## src/rtl/sd_dat_pkg.sv

```systemverilog
// sd_dat_pkg: transfer sequencer states and direction encoding shared with the DAT line engine
package sd_dat_pkg;
   typedef enum logic [2:0] {
      ST_IDLE,
      ST_WAIT_FIFO,
      ST_XFER,
      ST_BUSY_WAIT,
      ST_NEXT,
      ST_DONE,
      ST_ERROR
   } xfer_state_t;
   localparam logic DIR_WRITE = 1'b1;
   localparam logic DIR_READ = 1'b0;
endpackage

```

## src/rtl/sd_dat_xfer_ctrl_if.sv

```systemverilog
// sd_dat_xfer_ctrl_if: register-file, FIFO and line-engine signals of the DAT transfer sequencer
interface sd_dat_xfer_ctrl_if #(
   parameter int BLK_CNT_W = 16,
   parameter int BLK_SIZE_W = 12,
   parameter int LVL_W = 10,
   parameter int TMO_W = 16
);
   logic start;
   logic abort;
   logic dir;
   logic [BLK_SIZE_W-1:0] blk_size;
   logic [BLK_CNT_W-1:0] blk_cnt;
   logic [TMO_W-1:0] timeout_val;
   logic [LVL_W-1:0] fifo_level;
   logic [LVL_W-1:0] fifo_space;
   logic phy_done;
   logic phy_crc_ok;
   logic card_busy;
   logic phy_start;
   logic phy_dir;
   logic [BLK_SIZE_W-3:0] phy_words;
   logic phy_abort;
   logic busy;
   logic xfer_done;
   logic err_crc;
   logic err_timeout;
   logic err_param;
   logic [BLK_CNT_W-1:0] blocks_done;
   modport master (
      output start, abort, dir, blk_size, blk_cnt, timeout_val, fifo_level, fifo_space,
             phy_done, phy_crc_ok, card_busy,
      input  phy_start, phy_dir, phy_words, phy_abort, busy, xfer_done,
             err_crc, err_timeout, err_param, blocks_done
   );
   modport slave (
      input  start, abort, dir, blk_size, blk_cnt, timeout_val, fifo_level, fifo_space,
             phy_done, phy_crc_ok, card_busy,
      output phy_start, phy_dir, phy_words, phy_abort, busy, xfer_done,
             err_crc, err_timeout, err_param, blocks_done
   );
endinterface

```

## src/rtl/sd_timeout_ctr.sv

```systemverilog
// sd_timeout_ctr: saturating phase timer, expired when count reaches a nonzero limit
module sd_timeout_ctr #(
   parameter int W = 16
) (
   input  logic clk,
   input  logic reset,
   input  logic clear,
   input  logic enable,
   input  logic [W-1:0] limit,
   output logic expired
);
   logic [W-1:0] cnt;
   always_ff @(posedge clk)
      if (reset || clear) cnt <= '0;
      else if (enable && cnt != '1) cnt <= cnt + 1'b1;
   assign expired = limit != '0 && cnt == limit;
endmodule

```

## src/rtl/sd_dat_xfer_ctrl.sv

```systemverilog
// sd_dat_xfer_ctrl: block-transfer sequencer gating each DAT block on FIFO room, CRC status and card busy
module sd_dat_xfer_ctrl
   import sd_dat_pkg::*;
#(
   parameter int BLK_CNT_W = 16,
   parameter int BLK_SIZE_W = 12,
   parameter int LVL_W = 10,
   parameter int TMO_W = 16
) (
   input logic clk,
   input logic reset,
   sd_dat_xfer_ctrl_if.slave bus
);
   localparam int WW = BLK_SIZE_W - 2;
   localparam int CW = LVL_W > WW ? LVL_W : WW;
   xfer_state_t state;
   logic [BLK_CNT_W-1:0] remaining;
   logic [BLK_SIZE_W-1:0] req_words;
   logic fifo_ok, tmo_clr, tmo_exp;
   assign req_words = bus.blk_size >> 2;
   assign fifo_ok = bus.phy_dir == DIR_WRITE ? CW'(bus.fifo_level) >= CW'(bus.phy_words)
                                             : CW'(bus.fifo_space) >= CW'(bus.phy_words);
   // timer restarts on entry to XFER and again on entry to BUSY_WAIT (the phy_done cycle)
   assign tmo_clr = !(state == ST_XFER || state == ST_BUSY_WAIT) || (state == ST_XFER && bus.phy_done);
   sd_timeout_ctr #(.W(TMO_W)) u_tmo (
      .clk(clk),
      .reset(reset),
      .clear(tmo_clr),
      .enable(1'b1),
      .limit(bus.timeout_val),
      .expired(tmo_exp)
   );
   always_ff @(posedge clk) begin
      if (reset) begin
         state <= ST_IDLE;
         remaining <= '0;
         bus.phy_start <= 1'b0;
         bus.phy_dir <= 1'b0;
         bus.phy_words <= '0;
         bus.phy_abort <= 1'b0;
         bus.busy <= 1'b0;
         bus.xfer_done <= 1'b0;
         bus.err_crc <= 1'b0;
         bus.err_timeout <= 1'b0;
         bus.err_param <= 1'b0;
         bus.blocks_done <= '0;
      end else begin
         bus.phy_start <= 1'b0;
         bus.phy_abort <= 1'b0;
         bus.xfer_done <= 1'b0;
         if (state != ST_IDLE && bus.abort) begin
            state <= ST_IDLE;
            bus.busy <= 1'b0;
            bus.phy_abort <= 1'b1;
            bus.xfer_done <= 1'b1;
         end else begin
            case (state)
               ST_IDLE:
                  if (bus.start && !bus.abort) begin
                     bus.phy_dir <= bus.dir;
                     bus.phy_words <= req_words[WW-1:0];
                     remaining <= bus.blk_cnt;
                     bus.err_crc <= 1'b0;
                     bus.err_timeout <= 1'b0;
                     bus.blocks_done <= '0;
                     bus.busy <= 1'b1;
                     bus.err_param <= req_words == '0 || bus.blk_cnt == '0;
                     state <= req_words == '0 || bus.blk_cnt == '0 ? ST_DONE : ST_WAIT_FIFO;
                  end
               ST_WAIT_FIFO:
                  if (fifo_ok) begin
                     state <= ST_XFER;
                     bus.phy_start <= 1'b1;
                  end
               ST_XFER:
                  if (bus.phy_done) begin
                     bus.err_crc <= !bus.phy_crc_ok;
                     state <= !bus.phy_crc_ok ? ST_ERROR : bus.phy_dir == DIR_WRITE ? ST_BUSY_WAIT : ST_NEXT;
                  end else if (tmo_exp) begin
                     bus.err_timeout <= 1'b1;
                     state <= ST_ERROR;
                  end
               ST_BUSY_WAIT:
                  if (!bus.card_busy) state <= ST_NEXT;
                  else if (tmo_exp) begin
                     bus.err_timeout <= 1'b1;
                     state <= ST_ERROR;
                  end
               ST_NEXT: begin
                  bus.blocks_done <= bus.blocks_done + 1'b1;
                  remaining <= remaining - 1'b1;
                  state <= remaining == BLK_CNT_W'(1) ? ST_DONE : ST_WAIT_FIFO;
               end
               ST_DONE: begin
                  state <= ST_IDLE;
                  bus.busy <= 1'b0;
                  bus.xfer_done <= 1'b1;
               end
               ST_ERROR: begin
                  state <= ST_IDLE;
                  bus.busy <= 1'b0;
                  bus.xfer_done <= 1'b1;
                  bus.phy_abort <= 1'b1;
               end
               default: state <= ST_IDLE;
            endcase
         end
      end
   end
endmodule

```

## src/flat_wrapper.sv

```systemverilog
// flat-port wrapper written by rule: the top's interface ports become plain ports
module sd_dat_xfer_ctrl_flat import sd_dat_pkg::*;
#(
   parameter int BLK_CNT_W = 16,
   parameter int BLK_SIZE_W = 12,
   parameter int LVL_W = 10,
   parameter int TMO_W = 16
)
  (clk, reset, bus_start, bus_abort, bus_dir, bus_blk_size, bus_blk_cnt, bus_timeout_val, bus_fifo_level, bus_fifo_space, bus_phy_done, bus_phy_crc_ok, bus_card_busy, bus_phy_start, bus_phy_dir, bus_phy_words, bus_phy_abort, bus_busy, bus_xfer_done, bus_err_crc, bus_err_timeout, bus_err_param, bus_blocks_done);
  sd_dat_xfer_ctrl_if #(.BLK_CNT_W(BLK_CNT_W), .BLK_SIZE_W(BLK_SIZE_W), .LVL_W(LVL_W), .TMO_W(TMO_W)) bus_i ();
  input logic clk;
  input logic reset;
  input wire logic [$bits(bus_i.start)-1:0] bus_start;
  input wire logic [$bits(bus_i.abort)-1:0] bus_abort;
  input wire logic [$bits(bus_i.dir)-1:0] bus_dir;
  input wire logic [$bits(bus_i.blk_size)-1:0] bus_blk_size;
  input wire logic [$bits(bus_i.blk_cnt)-1:0] bus_blk_cnt;
  input wire logic [$bits(bus_i.timeout_val)-1:0] bus_timeout_val;
  input wire logic [$bits(bus_i.fifo_level)-1:0] bus_fifo_level;
  input wire logic [$bits(bus_i.fifo_space)-1:0] bus_fifo_space;
  input wire logic [$bits(bus_i.phy_done)-1:0] bus_phy_done;
  input wire logic [$bits(bus_i.phy_crc_ok)-1:0] bus_phy_crc_ok;
  input wire logic [$bits(bus_i.card_busy)-1:0] bus_card_busy;
  output wire logic [$bits(bus_i.phy_start)-1:0] bus_phy_start;
  output wire logic [$bits(bus_i.phy_dir)-1:0] bus_phy_dir;
  output wire logic [$bits(bus_i.phy_words)-1:0] bus_phy_words;
  output wire logic [$bits(bus_i.phy_abort)-1:0] bus_phy_abort;
  output wire logic [$bits(bus_i.busy)-1:0] bus_busy;
  output wire logic [$bits(bus_i.xfer_done)-1:0] bus_xfer_done;
  output wire logic [$bits(bus_i.err_crc)-1:0] bus_err_crc;
  output wire logic [$bits(bus_i.err_timeout)-1:0] bus_err_timeout;
  output wire logic [$bits(bus_i.err_param)-1:0] bus_err_param;
  output wire logic [$bits(bus_i.blocks_done)-1:0] bus_blocks_done;
  assign bus_i.start = bus_start;
  assign bus_i.abort = bus_abort;
  assign bus_i.dir = bus_dir;
  assign bus_i.blk_size = bus_blk_size;
  assign bus_i.blk_cnt = bus_blk_cnt;
  assign bus_i.timeout_val = bus_timeout_val;
  assign bus_i.fifo_level = bus_fifo_level;
  assign bus_i.fifo_space = bus_fifo_space;
  assign bus_i.phy_done = bus_phy_done;
  assign bus_i.phy_crc_ok = bus_phy_crc_ok;
  assign bus_i.card_busy = bus_card_busy;
  assign bus_phy_start = bus_i.phy_start;
  assign bus_phy_dir = bus_i.phy_dir;
  assign bus_phy_words = bus_i.phy_words;
  assign bus_phy_abort = bus_i.phy_abort;
  assign bus_busy = bus_i.busy;
  assign bus_xfer_done = bus_i.xfer_done;
  assign bus_err_crc = bus_i.err_crc;
  assign bus_err_timeout = bus_i.err_timeout;
  assign bus_err_param = bus_i.err_param;
  assign bus_blocks_done = bus_i.blocks_done;
  sd_dat_xfer_ctrl #(.BLK_CNT_W(BLK_CNT_W), .BLK_SIZE_W(BLK_SIZE_W), .LVL_W(LVL_W), .TMO_W(TMO_W)) u_core (.clk(clk), .reset(reset), .bus(bus_i));
endmodule
```

## config.mk

```make
export PLATFORM = sky130hd
export DESIGN_NAME = sd_dat_xfer_ctrl_flat
export DESIGN_NICKNAME = d
export VERILOG_FILES = /design/src/rtl/sd_dat_pkg.sv /design/src/rtl/sd_dat_xfer_ctrl_if.sv /design/src/rtl/sd_timeout_ctr.sv /design/src/rtl/sd_dat_xfer_ctrl.sv /design/src/flat_wrapper.sv
export SDC_FILE = /design/constraint.sdc
export NUM_CORES = 1
export LEC_CHECK = 0
export BUFFER_PORTS_ARGS = -buffer_cell sky130_fd_sc_hd__buf_2
export CAP_MARGIN = 15
export CORE_MARGIN = 2
export CORE_UTILIZATION = 54
export CTS_CLUSTER_SIZE = 40
export DETAILED_ROUTE_END_ITERATION = 12
export MAX_ROUTING_LAYER = met4
export PLACE_DENSITY = 0.82
export SETUP_SLACK_MARGIN = 0.4
export SYNTH_ARGS = -nofsm -noshare
export SYNTH_HDL_FRONTEND = slang
export SYNTH_HIERARCHICAL = 1
export SYNTH_SLANG_ARGS = --single-unit
```

## constraint.sdc

```tcl
create_clock -name clk -period 2.2 [get_ports clk]
set_input_delay 0.11 -clock clk [delete_from_list [all_inputs] [get_ports clk]]
set_output_delay 0.11 -clock clk [all_outputs]
set_load 0.01 [all_outputs]
```

# Word level (Yosys, flattened, before mapping)
# Cells that the tools add are included.
dict set report op_classes {
  n_addsub 3
  order_cmp 2
  eq_ne 14
  mux 29
  bitwise 2
  n_reduce_logical 29
}
# op count
set op_table {}
lappend op_table {{case mux 16 bit (2 select lines)} 2}
lappend op_table {{adder 16 x 1 -> 16 bit (second input constant)} 2}
lappend op_table {{2-to-1 mux 16 bit} 2}
lappend op_table {{2-to-1 mux 3 bit} 9}
lappend op_table {{greater-or-equal comparator 10 bit} 2}
lappend op_table {{== test 16 x 1 -> 1 bit (second input constant)} 1}
lappend op_table {{== test 16 bit} 1}
lappend op_table {{logical NOT 16 bit} 1}
lappend op_table {{!= test 16 bit (second input constant)} 1}
lappend op_table {{nonzero test 16 bit} 1}
lappend op_table {{subtractor 16 x 1 -> 16 bit (second input constant)} 1}
lappend op_table {{case mux 3 bit (5 select lines)} 1}
lappend op_table {{logical NOT 12 bit} 1}
lappend op_table {{2-to-1 mux 1 bit} 12}
lappend op_table {{== test 3 bit (second input constant)} 3}
lappend op_table {{== test 3 x 2 -> 1 bit (second input constant)} 2}
lappend op_table {{!= test 2 bit (second input constant)} 3}
lappend op_table {{AND reduction 3 bit} 2}
lappend op_table {{nonzero test 2 bit} 3}
lappend op_table {{nonzero test 3 bit} 2}
lappend op_table {{AND reduction 5 bit} 1}
lappend op_table {{logical AND 1 bit} 4}
lappend op_table {{logical OR 1 bit} 4}
lappend op_table {{!= test 2 x 1 -> 1 bit (second input constant)} 2}
lappend op_table {{other kinds (10)} 16}
dict set report word_totals {
  regBits 69
  in_bits 72
  wordCells 92
}

# Logic depth before layout (Yosys ltp)
# Gate-level depths: netlist of run 1.
dict set report logic_depth {
  depth_word 5
  ltp_mapped 9
  ltp_nobuf 8
}

# Cells and area by module
# The synthesis of run 1 kept the hierarchy.
# mod n_inst cells_per_inst area_per_inst_um2 seq_area_each_um2
set modules_own_cells {}
lappend modules_own_cells {sd_dat_xfer_ctrl 1 390 3140.5 1061.0}
lappend modules_own_cells {sd_timeout_ctr 1 139 1112.3 320.3}

# Least setup slack after synthesis of run 1
# No wires, ideal clock.
dict set report synth_timing {
  path_kind {register to register}
  startpoint {register u_core.bus.phy_words[8]}
  endpoint {register u_core.state[0]}
  setup_time_ns 0.058
  arrival_time_ns 1.772
  t_required_ns 2.142
  setup_slack_ns 0.370
  path_stages_with_launch 8
  path_cell_list {dfxtp_1 > inv_1 > ha_1 > a21o_1 > a2111oi_0 > o31ai_1 > o32ai_1 > a31o_2}
}
dict set report synth_between {
  elab_chain_cells 4
  word_cells_on_any_way 5
  cone_classes {order compare (2); eq/ne (1); mux (1); reduce/logical (1)}
}
# element line
set synth_lines {}
lappend synth_lines {{start, declared} sd_dat_xfer_ctrl_if.sv:38} ;# output phy_start, phy_dir, phy_words, phy_abort, busy, xfer_done,
lappend synth_lines {{start signal, assigned} sd_dat_xfer_ctrl.sv:61} ;# bus.phy_words <= req_words[WW-1:0];
lappend synth_lines {{greater-or-equal comparator 10 bit (on tied branches)} {sd_dat_xfer_ctrl.sv:22, sd_dat_xfer_ctrl.sv:21}}
lappend synth_lines {{2-to-1 mux 1 bit *} sd_dat_xfer_ctrl.sv:21} ;# assign fifo_ok = bus.phy_dir == DIR_WRITE ? CW'(bus.fifo_level) >= CW'(bus.phy_words)
lappend synth_lines {{!= test 2 x 1 -> 1 bit (no line) *} --}
lappend synth_lines {{AND reduction 2 bit (no line) *} --}
lappend synth_lines {{end signal, assigned} sd_dat_xfer_ctrl.sv:68} ;# state <= req_words == '0 || bus.blk_cnt == '0 ? ST_DONE : ST_WAIT_FIFO;
lappend synth_lines {{end signal, assigned} sd_dat_xfer_ctrl.sv:78} ;# state <= !bus.phy_crc_ok ? ST_ERROR : bus.phy_dir == DIR_WRITE ? ST_BUSY_WAIT : ST_NEXT;
lappend synth_lines {{end signal, assigned} sd_dat_xfer_ctrl.sv:92} ;# state <= remaining == BLK_CNT_W'(1) ? ST_DONE : ST_WAIT_FIFO;
lappend synth_lines {{end, declared} sd_dat_xfer_ctrl.sv:16} ;# xfer_state_t state;
# Mark *: on every way between the ends. The rest lies on a longest branch, timed or not.
# A chain may end at the register's enable or synchronous reset.

# Worst setup path in the final report of run 1
dict set report layout_timing {
  startpoint {register u_core.u_tmo.cnt[11]}
  endpoint {register u_core.state[0]}
}
dict set report layout_between {
  elab_chain_cells 5
  word_cells_on_any_way 6
  cone_classes {eq/ne (1); mux (4); reduce/logical (1)}
}
# element line
set layout_lines {}
lappend layout_lines {{start, declared} sd_timeout_ctr.sv:12} ;# logic [W-1:0] cnt;
lappend layout_lines {{start signal, assigned} sd_timeout_ctr.sv:15} ;# else if (enable && cnt != '1) cnt <= cnt + 1'b1;
lappend layout_lines {{== test 16 bit *} sd_timeout_ctr.sv:16} ;# assign expired = limit != '0 && cnt == limit;
lappend layout_lines {{logical AND 1 bit *} sd_timeout_ctr.sv:16}
lappend layout_lines {{named net u_core.tmo_exp} sd_dat_xfer_ctrl.sv:19} ;# logic fifo_ok, tmo_clr, tmo_exp;
lappend layout_lines {{2-to-1 mux 3 bit *} --}
lappend layout_lines {{2-to-1 mux 3 bit (on tied branches)} --}
lappend layout_lines {{case mux 3 bit (5 select lines) *} --}
# The timed path passes the listed nets; every way through them passes the cells marked *.

==> out/metrics.cfg, run 1 <==
[sta]
finalSetupViolations=0
rsz0062_at_grt=true
fmax_ghz=0.523
min_period_over_period=0.870
skew_ns=0.00989
min_period_ns=1.91
relSlewSlack=0.598
drv_slew=0
hold_viol=0
worstMarginPinSlew_ns=0.603
fin_setup_tns_ns=0

[clocking]
cts.sinks=69
cts_buffers=9
clockBufferDepth=2
cts_tree=done
h-tree-depth=3
clock_tree.root_cell=clkbuf_8
insertion_delay_ns=0.35
clkTransAtPathRegs_ns=0.08

[routing]
drtIter0Drc=236
wl_per_cell_um=15.3
dr.pass1.iters=5
route.detailed.drc=0
vias=4478
wirelength_um=11700
vias_per_cell=5.87
postRouteAntennaNets=0

[power]
power_frac_comb=0.179
swShare=0.297
ir_drop_mv=0.344
powerDensity_nw_per_um2=491
power_switching_mw=0.801
p_leak_nw=2.29
pwr-share-seq=0.483
p_int_mw=1.90
clockPowerShare=0.337

[finish]
layout-drive-gt1-share=0.324
areaGrowthSynthToFinish_pct=29.2
nFillCells=645
regArea_um2=1430
fin_util=0.715
fin_nets=752
final_area_um2=5500
antenna_cells=0
multiInputGateArea_um2=2920

[floorplan]
rows=32
die_height_um=92.7
die_w_um=92.7
dieArea_um2=8600
ioPinCount=106
coreArea_um2=7690
initial_utilization=0.553

[run]
maxCapViolCount=0

[synth]
synth.avg_cell_area_um2=8.04
ys_ff_latch=69
synth_cell_types=61
synth_area_um2=4250
syn_inst=529
async_flop_share=0
synth_edf_count=0
ys.flop_type=dfxtp_1
yosysWarnings=6
seq_area_frac_synth=0.325

[grt]
grt_max_degree=30
grt_pass1_wl_um=18200
grt_pass1_vias=4077
antenna_found_initial=0
grt_usage=0.266
overflow=0

[setup_path]
path_class=flop to flop
cp.arrival_ns=2.16
critPathMaxFanout=4
crit_required_ns=2.44
endpoint_kind=flop
rrSetupSlack_ns=0.29
start_kind=flop

[status]
status=finished, final reports clean

[hold_path]
hp-class=input pin to flop

[placed_design]
port_buffers=103
gp_congestion=0.862
place_area_um2=4950
dp_hpwl_um=8300

[cell usage after synthesis (7+ instances only)]
library cell	n	area share
a211oi_1	7	0.012
a21oi_1	36	0.042
clkbuf_1	17	0.015
dfxtp_1	69	0.32
ha_1	24	0.071
inv_1	23	0.020
mux2i_1	19	0.045
nand2_1	38	0.034
nand3_1	19	0.022
nand4_1	17	0.025
nor2_1	53	0.047
nor3_1	13	0.015
nor4_1	19	0.028
o21ai_0	32	0.038
o31ai_1	8	0.014
or3_1	10	0.015
or4_1	8	0.014
xor2_1	19	0.039
[power groups by stage]
stage | Clock (mW) | Sequential (mW) | Combinational (mW)
6_report | 0.910 | 1.30 | 0.484
5_1_grt | 0.965 | 1.31 | 0.539
3_5_place_dp | 0 | 1.34 | 0.425
4_1_cts | 0.920 | 1.31 | 0.453
2_1_floorplan | 0 | 1.34 | 0.257
3_3_place_gp | 0 | 1.34 | 0.413
[sequential cells by signal, summed over array words and instances, names as in the netlist, 3 cells and up]
| register | flops |
|---|---|
| u_core/bus.blocks_done | 16 |
| u_core/bus.phy_words | 10 |
| u_core/remaining | 16 |
| u_core/state | 3 |
| u_core/u_tmo/cnt | 16 |
[placed cells by master (no fill, tap or decap), types with 4 or more instances in the layout]
cell and count:
a211oi_1 7, a21o_1 6, a21oi_1 34, a22oi_1 4, a31oi_1 5, buf_2 103
buf_4 29, clkbuf_8 9, conb_1 5, dfxtp_1 52, dfxtp_2 8, dfxtp_4 9
ha_1 19, inv_1 20, mux2i_1 19, nand2_1 37, nand2b_1 5, nand3_1 18
nand4_1 17, nor2_1 52, nor2b_1 5, nor3_1 12, nor4_1 15, o21a_1 4
o21ai_0 30, o31ai_1 7, or2_2 4, or3_1 10, or4_1 6, or4_4 4
xnor2_1 6, xor2_1 18
[per-stage QoR]
stage / hold slack (ns) / power (mW) / instances / worst slack [ns]
6_report: 0.00326 / 2.70 / 763 / 0.287
4_1_cts: 0.000536 / 2.68 / 752 / 0.397
5_1_grt: 0.0338 / 2.81 / 763 / 0.235
3_5_place_dp: 0.359 / 1.76 / 731 / 0.0115
2_1_floorplan: 0.254 / 1.60 / 533 / 0.408
3_3_place_gp: 0.349 / 1.75 / 731 / 0.276
[path summary, 6_finish.rpt]
path / from / end / depth (start not counted)
worst max-delay path: u_core/u_tmo/cnt[11]$_SDFFE_PP0P_ / u_core/state[0]$_SDFFE_PP0P_ / 9
worst min-delay path: bus_blk_size[2] / u_core/bus.phy_words[0]$_SDFFE_PP0P_ / 3
worst max register to register: u_core/u_tmo/cnt[11]$_SDFFE_PP0P_ / u_core/state[0]$_SDFFE_PP0P_ / 9
worst min register to register: u_core/bus.busy$_SDFFE_PP0P_ / u_core/bus.busy$_SDFFE_PP0P_ / 2
[cell type report]
class                   instances  area share
clock buffers                  10      0.0232
clock inverters                 6     0.00728
inverters                      23      0.0157
multi-input cells             417       0.530
flip-flops and latches         69       0.259
well taps                     102      0.0232
repair buffers                136       0.141
[routing by layer]
layer	up-vias	wire length [um]	GRT usage
met5	-	0	-
li1	2198	-	-
met3	17	607	0.0350
met2	146	5850	0.459
met1	2117	5010	0.324
met4	0	183	0.0870
[cells by family (layout without fill, tap and decap cells)]
logic type                 count (synthesis)  in the layout  synth area share
and+or+nand+nor                          217            217             0.274
AOI/OAI and AO/OA                        127            127             0.191
DFF                                       69             69             0.325
buffers and inverters                     47            175            0.0430
xor gates and xnor gates                  25             25            0.0515
adders and majority gates                 24             24            0.0706
muxes                                     19             19            0.0447
other                                      1              5          0.000882
[timing repair]
| action | in CTS | in global routing |
|---|---|---|
| resized for setup | 27 | 43 |
| endpoints found under the hold margin | 3 | 0 |
| setup buffers | 2 | 11 |
| endpoints found under the setup margin | 17 | 30 |
| hold buffers | 3 | 0 |
| pin swaps | 5 | 17 |
[critical path: stages, from the launching register on]
cell	delay (ns)
dfxtp_4	0.37
buf_6	0.12
xor2_2	0.15
nor4_2	0.28
nand4_1	0.19
nor2_4	0.20
nor3b_2	0.06
mux2i_1	0.15
nor2_1	0.07
a31o_2	0.22
Note: power is estimated with default switching activity, not from simulation.
==> inputs of run 2 (changes only) <==
MAX_ROUTING_LAYER = not set   (was met4)
==> run 2 against run 1 <==
Net effect:
- highest routed layer unchanged
- register-to-register slack better by 0.12 ns
- die area unchanged
- wire length down 0.70%
- core utilization down 0.76 points
- flip-flop and latch count unchanged
- critical path type unchanged
- power down 1.4%
- non-clock buffer count down 4
==> out/metrics.cfg, run 2 (synthesized netlist as in run 1, its figures left out) <==
[status]
status=finished, final reports clean

[sta]
finalSetupViolations=0
skew_ns=0.00873
relSlewSlack=0.583
fin_setup_tns_ns=0
min_period_over_period=0.814
rsz0062_at_grt=true
worstMarginPinSlew_ns=0.618
hold_viol=0
fmax_ghz=0.558
holdWs_ns=0.0189
min_period_ns=1.79
drv_slew=0

[routing]
vias_per_cell=5.83
drtIter0Drc=189
vias=4419
dr.pass1.iters=6
route.detailed.drc=0
wirelength_um=11600
wl_per_cell_um=15.3
postRouteAntennaNets=0

[setup_path]
r2r-end=u_core/u_tmo/cnt[13]$_SDFFE_PP0P_
endpoint_kind=flop
rr_worst_depth=4
timing.rr.start=u_core/u_tmo/cnt[2]$_SDFFE_PP0P_
start_kind=flop
rrSetupSlack_ns=0.41
path_class=flop to flop
cp.arrival_ns=2.06
critPathMaxFanout=8
crit_required_ns=2.47

[clocking]
cts_buffers=9
clockBufferDepth=2
cts.sinks=69
h-tree-depth=3
cts_tree=done
hold_buffers=0
clock_tree.root_cell=clkbuf_8
clkTransAtPathRegs_ns=0.07
insertion_delay_ns=0.34

[grt]
grt_usage=0.261
grt_pass1_wl_um=18300
grt_max_degree=30
overflow=0
antenna_found_initial=0
grt_pass1_vias=4053

[finish]
reg_top3=u_core/bus.blocks_done: 16 flops, u_core/remaining: 16 flops, u_core/u_tmo/cnt: 16 flops
final_cell_mix=buf_2, nor2_1, dfxtp_1
layout-drive-gt1-share=0.328
antenna_cells=0
areaGrowthSynthToFinish_pct=27.9
finalNonFillerCells=758
nFillCells=610
final_common_cell=buf_2
fin_nets=748

[hold_path]
min_to=u_core/bus.phy_words[2]$_SDFFE_PP0P_
hp-class=input pin to flop
hold_depth=3
hp-start=bus_blk_size[4]

[placed_design]
dp_hpwl_um=8300
port_buffers=103
gp_congestion=0.927
dpl.cell_count=729

[power]
power_frac_comb=0.174
clockPowerShare=0.336
p_int_mw=1.90
power_switching_mw=0.757
p_leak_nw=2.27
swShare=0.284
ir_drop_mv=0.524
pwr-share-seq=0.490
p_total_mw=2.66
powerDensity_nw_per_um2=489

[floorplan]
die_w_um=92.7
ioPinCount=106
dieArea_um2=8600
coreArea_um2=7690
rows=32
die_height_um=92.7
initial_utilization=0.553

[run]
maxCapViolCount=0

==> run 2: timing repair <==
| item | 4_1_cts | 5_1_grt |
|---|---|---|
| buffers inserted | 4 | 10 |
| pin swaps | 6 | 26 |
| setup endpoints to repair | 10 | 43 |
| gates cloned | 0 | 0 |
| resized for setup | 25 | 46 |
| endpoints found under the hold margin | 0 | 0 |
==> run 2: per-layer routing <==
layer  global-route usage  vias up  wire length, um
met5                    0        -                0
met2                0.448      170             5720
met4               0.0907        0              252
met1                0.334     2041             4820
li1                     -     2187                -
met3               0.0407       21              779
==> run 2: how the worst max path moves through the flow <==
stage                                                    start                                 to  slack, ns  depth (start not counted)
after global routing          u_core/u_tmo/cnt[1]$_SDFFE_PP0P_       u_core/state[0]$_SDFFE_PP0P_       0.32                          8
after global placement    u_core/bus.phy_words[8]$_SDFFE_PP0P_       u_core/state[0]$_SDFFE_PP0P_       0.21                          7
after detailed placement  u_core/bus.phy_words[8]$_SDFFE_PP0P_       u_core/state[0]$_SDFFE_PP0P_       0.24                          7
final                         u_core/u_tmo/cnt[2]$_SDFFE_PP0P_  u_core/u_tmo/cnt[13]$_SDFFE_PP0P_       0.41                          4
after CTS                 u_core/bus.phy_words[8]$_SDFFE_PP0P_       u_core/state[0]$_SDFFE_PP0P_       0.39                          7
after floorplan               u_core/u_tmo/cnt[3]$_SDFFE_PP0P_  u_core/u_tmo/cnt[13]$_SDFFE_PP0P_       0.41                          5
==> run 2: per-stage QoR <==
stage	util	worst slack, ns	instance area (um2)
after global routing	0.707	0.315	5440
after floorplan	-	0.408	4280
after global placement	0.642	0.210	4930
after detailed placement	0.642	0.236	4930
after CTS	0.677	0.390	5200
final	0.707	0.409	5440
==> run 2: area by class of cell <==
type	instances	area, um2	share of cell area
Clock buffer	11	141	0.0260
Clock inverter	4	25.0	0.00460
Inverter	23	86.3	0.0159
Multi-Input combinational cell	417	2890	0.531
Sequential cell	69	1440	0.264
Tap cell	102	128	0.0235
Timing Repair Buffer	132	733	0.135
==> run 2: power groups by stage <==
| stage | sequential [mW] | clock (mW) | combinational (mW) |
|---|---|---|---|
| after floorplan | 1.34 | 0 | 0.257 |
| after global placement | 1.34 | 0 | 0.408 |
| after detailed placement | 1.34 | 0 | 0.424 |
| after CTS | 1.31 | 0.909 | 0.437 |
| after global routing | 1.31 | 0.958 | 0.511 |
| final | 1.30 | 0.895 | 0.463 |
==> run 2: critical path, stage by stage, from the launching register on <==
cell and delay (ns):
dfxtp_4 0.40, nand3_1 0.11, or4_4 0.59, or4_4 0.50, a21oi_2 0.12
==> inputs of run 3 (changes only) <==
ABC_AREA = 1   (was not set)
CORE_UTILIZATION = 50   (was 54)
PLACE_DENSITY = 0.79   (was 0.82)
clock period = 1.44 ns   (was 2.2 ns; I/O delays follow)
==> run 3 against run 2 <==
Net effect:
- the run now ends with setup timing left
- sequential share of layout area fell by 5.7 points
- final cell count rose by 38%
- setup slack got worse by 0.63 ns
- largest cell class unchanged
- sequential power rose by 57%
- via count increased by 30%
- wire length up 35%
- combinational power increased to 2.8 times the previous value
- clock power increased by 71%
- highest routed layer unchanged
- critical path depth increased by 6
==> out/metrics.cfg, run 3 <==
[routing]
route.detailed.drc=0
wl_per_cell_um=14.9
vias_per_cell=5.48
dr.pass1.iters=5
drtIter0Drc=316
wirelength_um=15600
vias=5728
postRouteAntennaNets=0

[finish]
fin_util=0.762
areaGrowthSynthToFinish_pct=49.3
finalNonFillerCells=1046
final_common_cell=nand2_1
final_cell_mix=nand2_1, buf_2, nor2_1
antenna_cells=0
layout-drive-gt1-share=0.418
final_area_um2=6980
reg_top3=u_core/bus.blocks_done: 16 flops, u_core/remaining: 16 flops, u_core/u_tmo/cnt: 16 flops
fin_nets=1026

[grt]
use_met2=0.496
overflow=0
use_met3=0.0520
grt_max_degree=15
grt_pass1_wl_um=23500
grt_usage=0.285
use_met1=0.357
grt-busiest-layer=met2
grt_pass1_vias=5303
antenna_found_initial=0

[setup_path]
critPathMaxFanout=4
endpoint_kind=flop
path_class=flop to flop
crit_required_ns=1.71
timing.rr.start=u_core/u_tmo/cnt[8]$_SDFFE_PP0P_
cp.arrival_ns=1.93
start_kind=flop
rrSetupSlack_ns=-0.22
rr_worst_depth=10
r2r-end=u_core/state[1]$_SDFFE_PP0P_

[clocking]
clkTransAtPathRegs_ns=0.08
clockBufferDepth=2
h-tree-depth=3
cts.sinks=69
cts_tree=done
clock_tree.root_cell=clkbuf_8
insertion_delay_ns=0.34
cts_buffers=9

[sta]
relSlewSlack=0.666
min_period_over_period=1.15
skew_ns=0.0123
rsz0062_at_grt=true
fin_setup_tns_ns=-2.01
fmax_ghz=0.602
finalSetupViolations=23
setup_ws_ns=-0.221
drv_slew=0
worstMarginPinSlew_ns=0.495
min_period_ns=1.66
hold_viol=0

[synth]
netlist_top_cells_area=dfxtp_1, nand2_1, nor2_1, inv_1, ha_1
yosysMostFrequentCell=nand2_1
synth_cell_types=40
ys_ff_latch=69
yosysWarnings=6
syn_inst=737
synth_top_area_cell=dfxtp_1
yosys-top-cells-count=nand2_1, nor2_1, inv_1, dfxtp_1, a21oi_1
async_flop_share=0
synth_top_area_share=0.296
ys.flop_type=dfxtp_1
seq_area_frac_synth=0.296
synth_edf_count=0
synth_area_um2=4670
synth.avg_cell_area_um2=6.34

[hold_path]
min_to=u_core/bus.phy_words[9]$_SDFFE_PP0P_
hp-class=input pin to flop
hp-start=bus_blk_size[11]
hold_depth=3

[floorplan]
ioPinCount=106
rows=35
initial_utilization=0.510
die_height_um=101
dieArea_um2=10100
coreArea_um2=9150
die_w_um=101

[power]
ir_drop_mv=0.407
p_leak_nw=3.05
powerDensity_nw_per_um2=699

[placed_design]
dp_hpwl_um=10300
pre_cts_ws_ns=-0.140
port_buffers=103
place_area_um2=5940
gp_congestion=0.915
dpl.cell_count=996

[status]
status=complete, but fails checks
failed_checks=setup timing

[run]
maxCapViolCount=0

==> run 3: cells by family after synthesis <==
kind of cell	synth area share
adder cells (fa/ha/maj)	0.0643
flip-flops	0.296
buffers and inverters	0.101
XOR/XNOR	0.0262
AO/OA/AOI/OAI	0.137
AND/OR/NAND/NOR	0.375
other	0.000803
==> run 3: metrics by stage <==
stage	total power, mW	hold WS, ns
finish	4.88	0.0288
detailed placement	3.11	0.295
floorplan	2.70	0.184
global placement	3.07	0.295
CTS	4.74	0.00232
global route	5.12	0.0284
==> run 3: power breakdown <==
group	switching (mW)	internal, mW	leakage (nW)	total (mW)
registers	0.0663	1.97	0.580	2.04
logic	0.703	0.604	2.38	1.31
clock network	0.792	0.739	0.0957	1.53
==> run 3: worst max path at each step <==
| stage | start | end | slack, ns |
|---|---|---|---|
| after detailed placement | u_core/u_tmo/cnt[8]$_SDFFE_PP0P_ | u_core/state[0]$_SDFFE_PP0P_ | -0.14 |
| final | u_core/u_tmo/cnt[8]$_SDFFE_PP0P_ | u_core/state[1]$_SDFFE_PP0P_ | -0.22 |
| after global placement | u_core/u_tmo/cnt[0]$_SDFFE_PP0P_ | u_core/state[0]$_SDFFE_PP0P_ | -0.08 |
| after CTS | u_core/u_tmo/cnt[3]$_SDFFE_PP0P_ | u_core/state[1]$_SDFFE_PP0P_ | -0.06 |
| after global routing | u_core/u_tmo/cnt[8]$_SDFFE_PP0P_ | u_core/state[1]$_SDFFE_PP0P_ | -0.32 |
| after floorplan | u_core/bus.phy_words[9]$_SDFFE_PP0P_ | u_core/state[0]$_SDFFE_PP0P_ | 0.07 |
==> run 3: cell type report <==
cell class,count,area [um2]
Multi-Input combinational cell,558,3470
Clock inverter,4,31.3
Sequential cell,69,1440
Tap cell,111,139
Fill cell,647,2180
Clock buffer,12,156
Inverter,101,408
Timing Repair inverter,1,7.51
Timing Repair Buffer,190,1320
==> run 3: per-layer routing <==
metal	share of wire	wire [um]
met4	0.021	334
met5	0	0
met3	0.088	1370
met2	0.50	7790
met1	0.39	6100
==> run 3: what timing repair did <==
item                                   in CTS  in global routing
resized for setup                          58                 91
setup endpoints to repair                  73                 76
buffers inserted                           10                 13
hold buffers                                8                  0
cloned                                      3                  0
pin swaps                                  19                 30
endpoints found under the hold margin       8                  0
==> run 3: worst max-delay path, stage by stage, from the launching register on <==
cell and delay [ns]:
dfxtp_2 0.36, inv_2 0.06, nand2_2 0.06, nand4_1 0.17, nor3_2 0.18, nand2_1 0.11, nor2_4 0.19, o21ai_1 0.08
o221ai_1 0.18, nand3_1 0.10, nor2_1 0.10
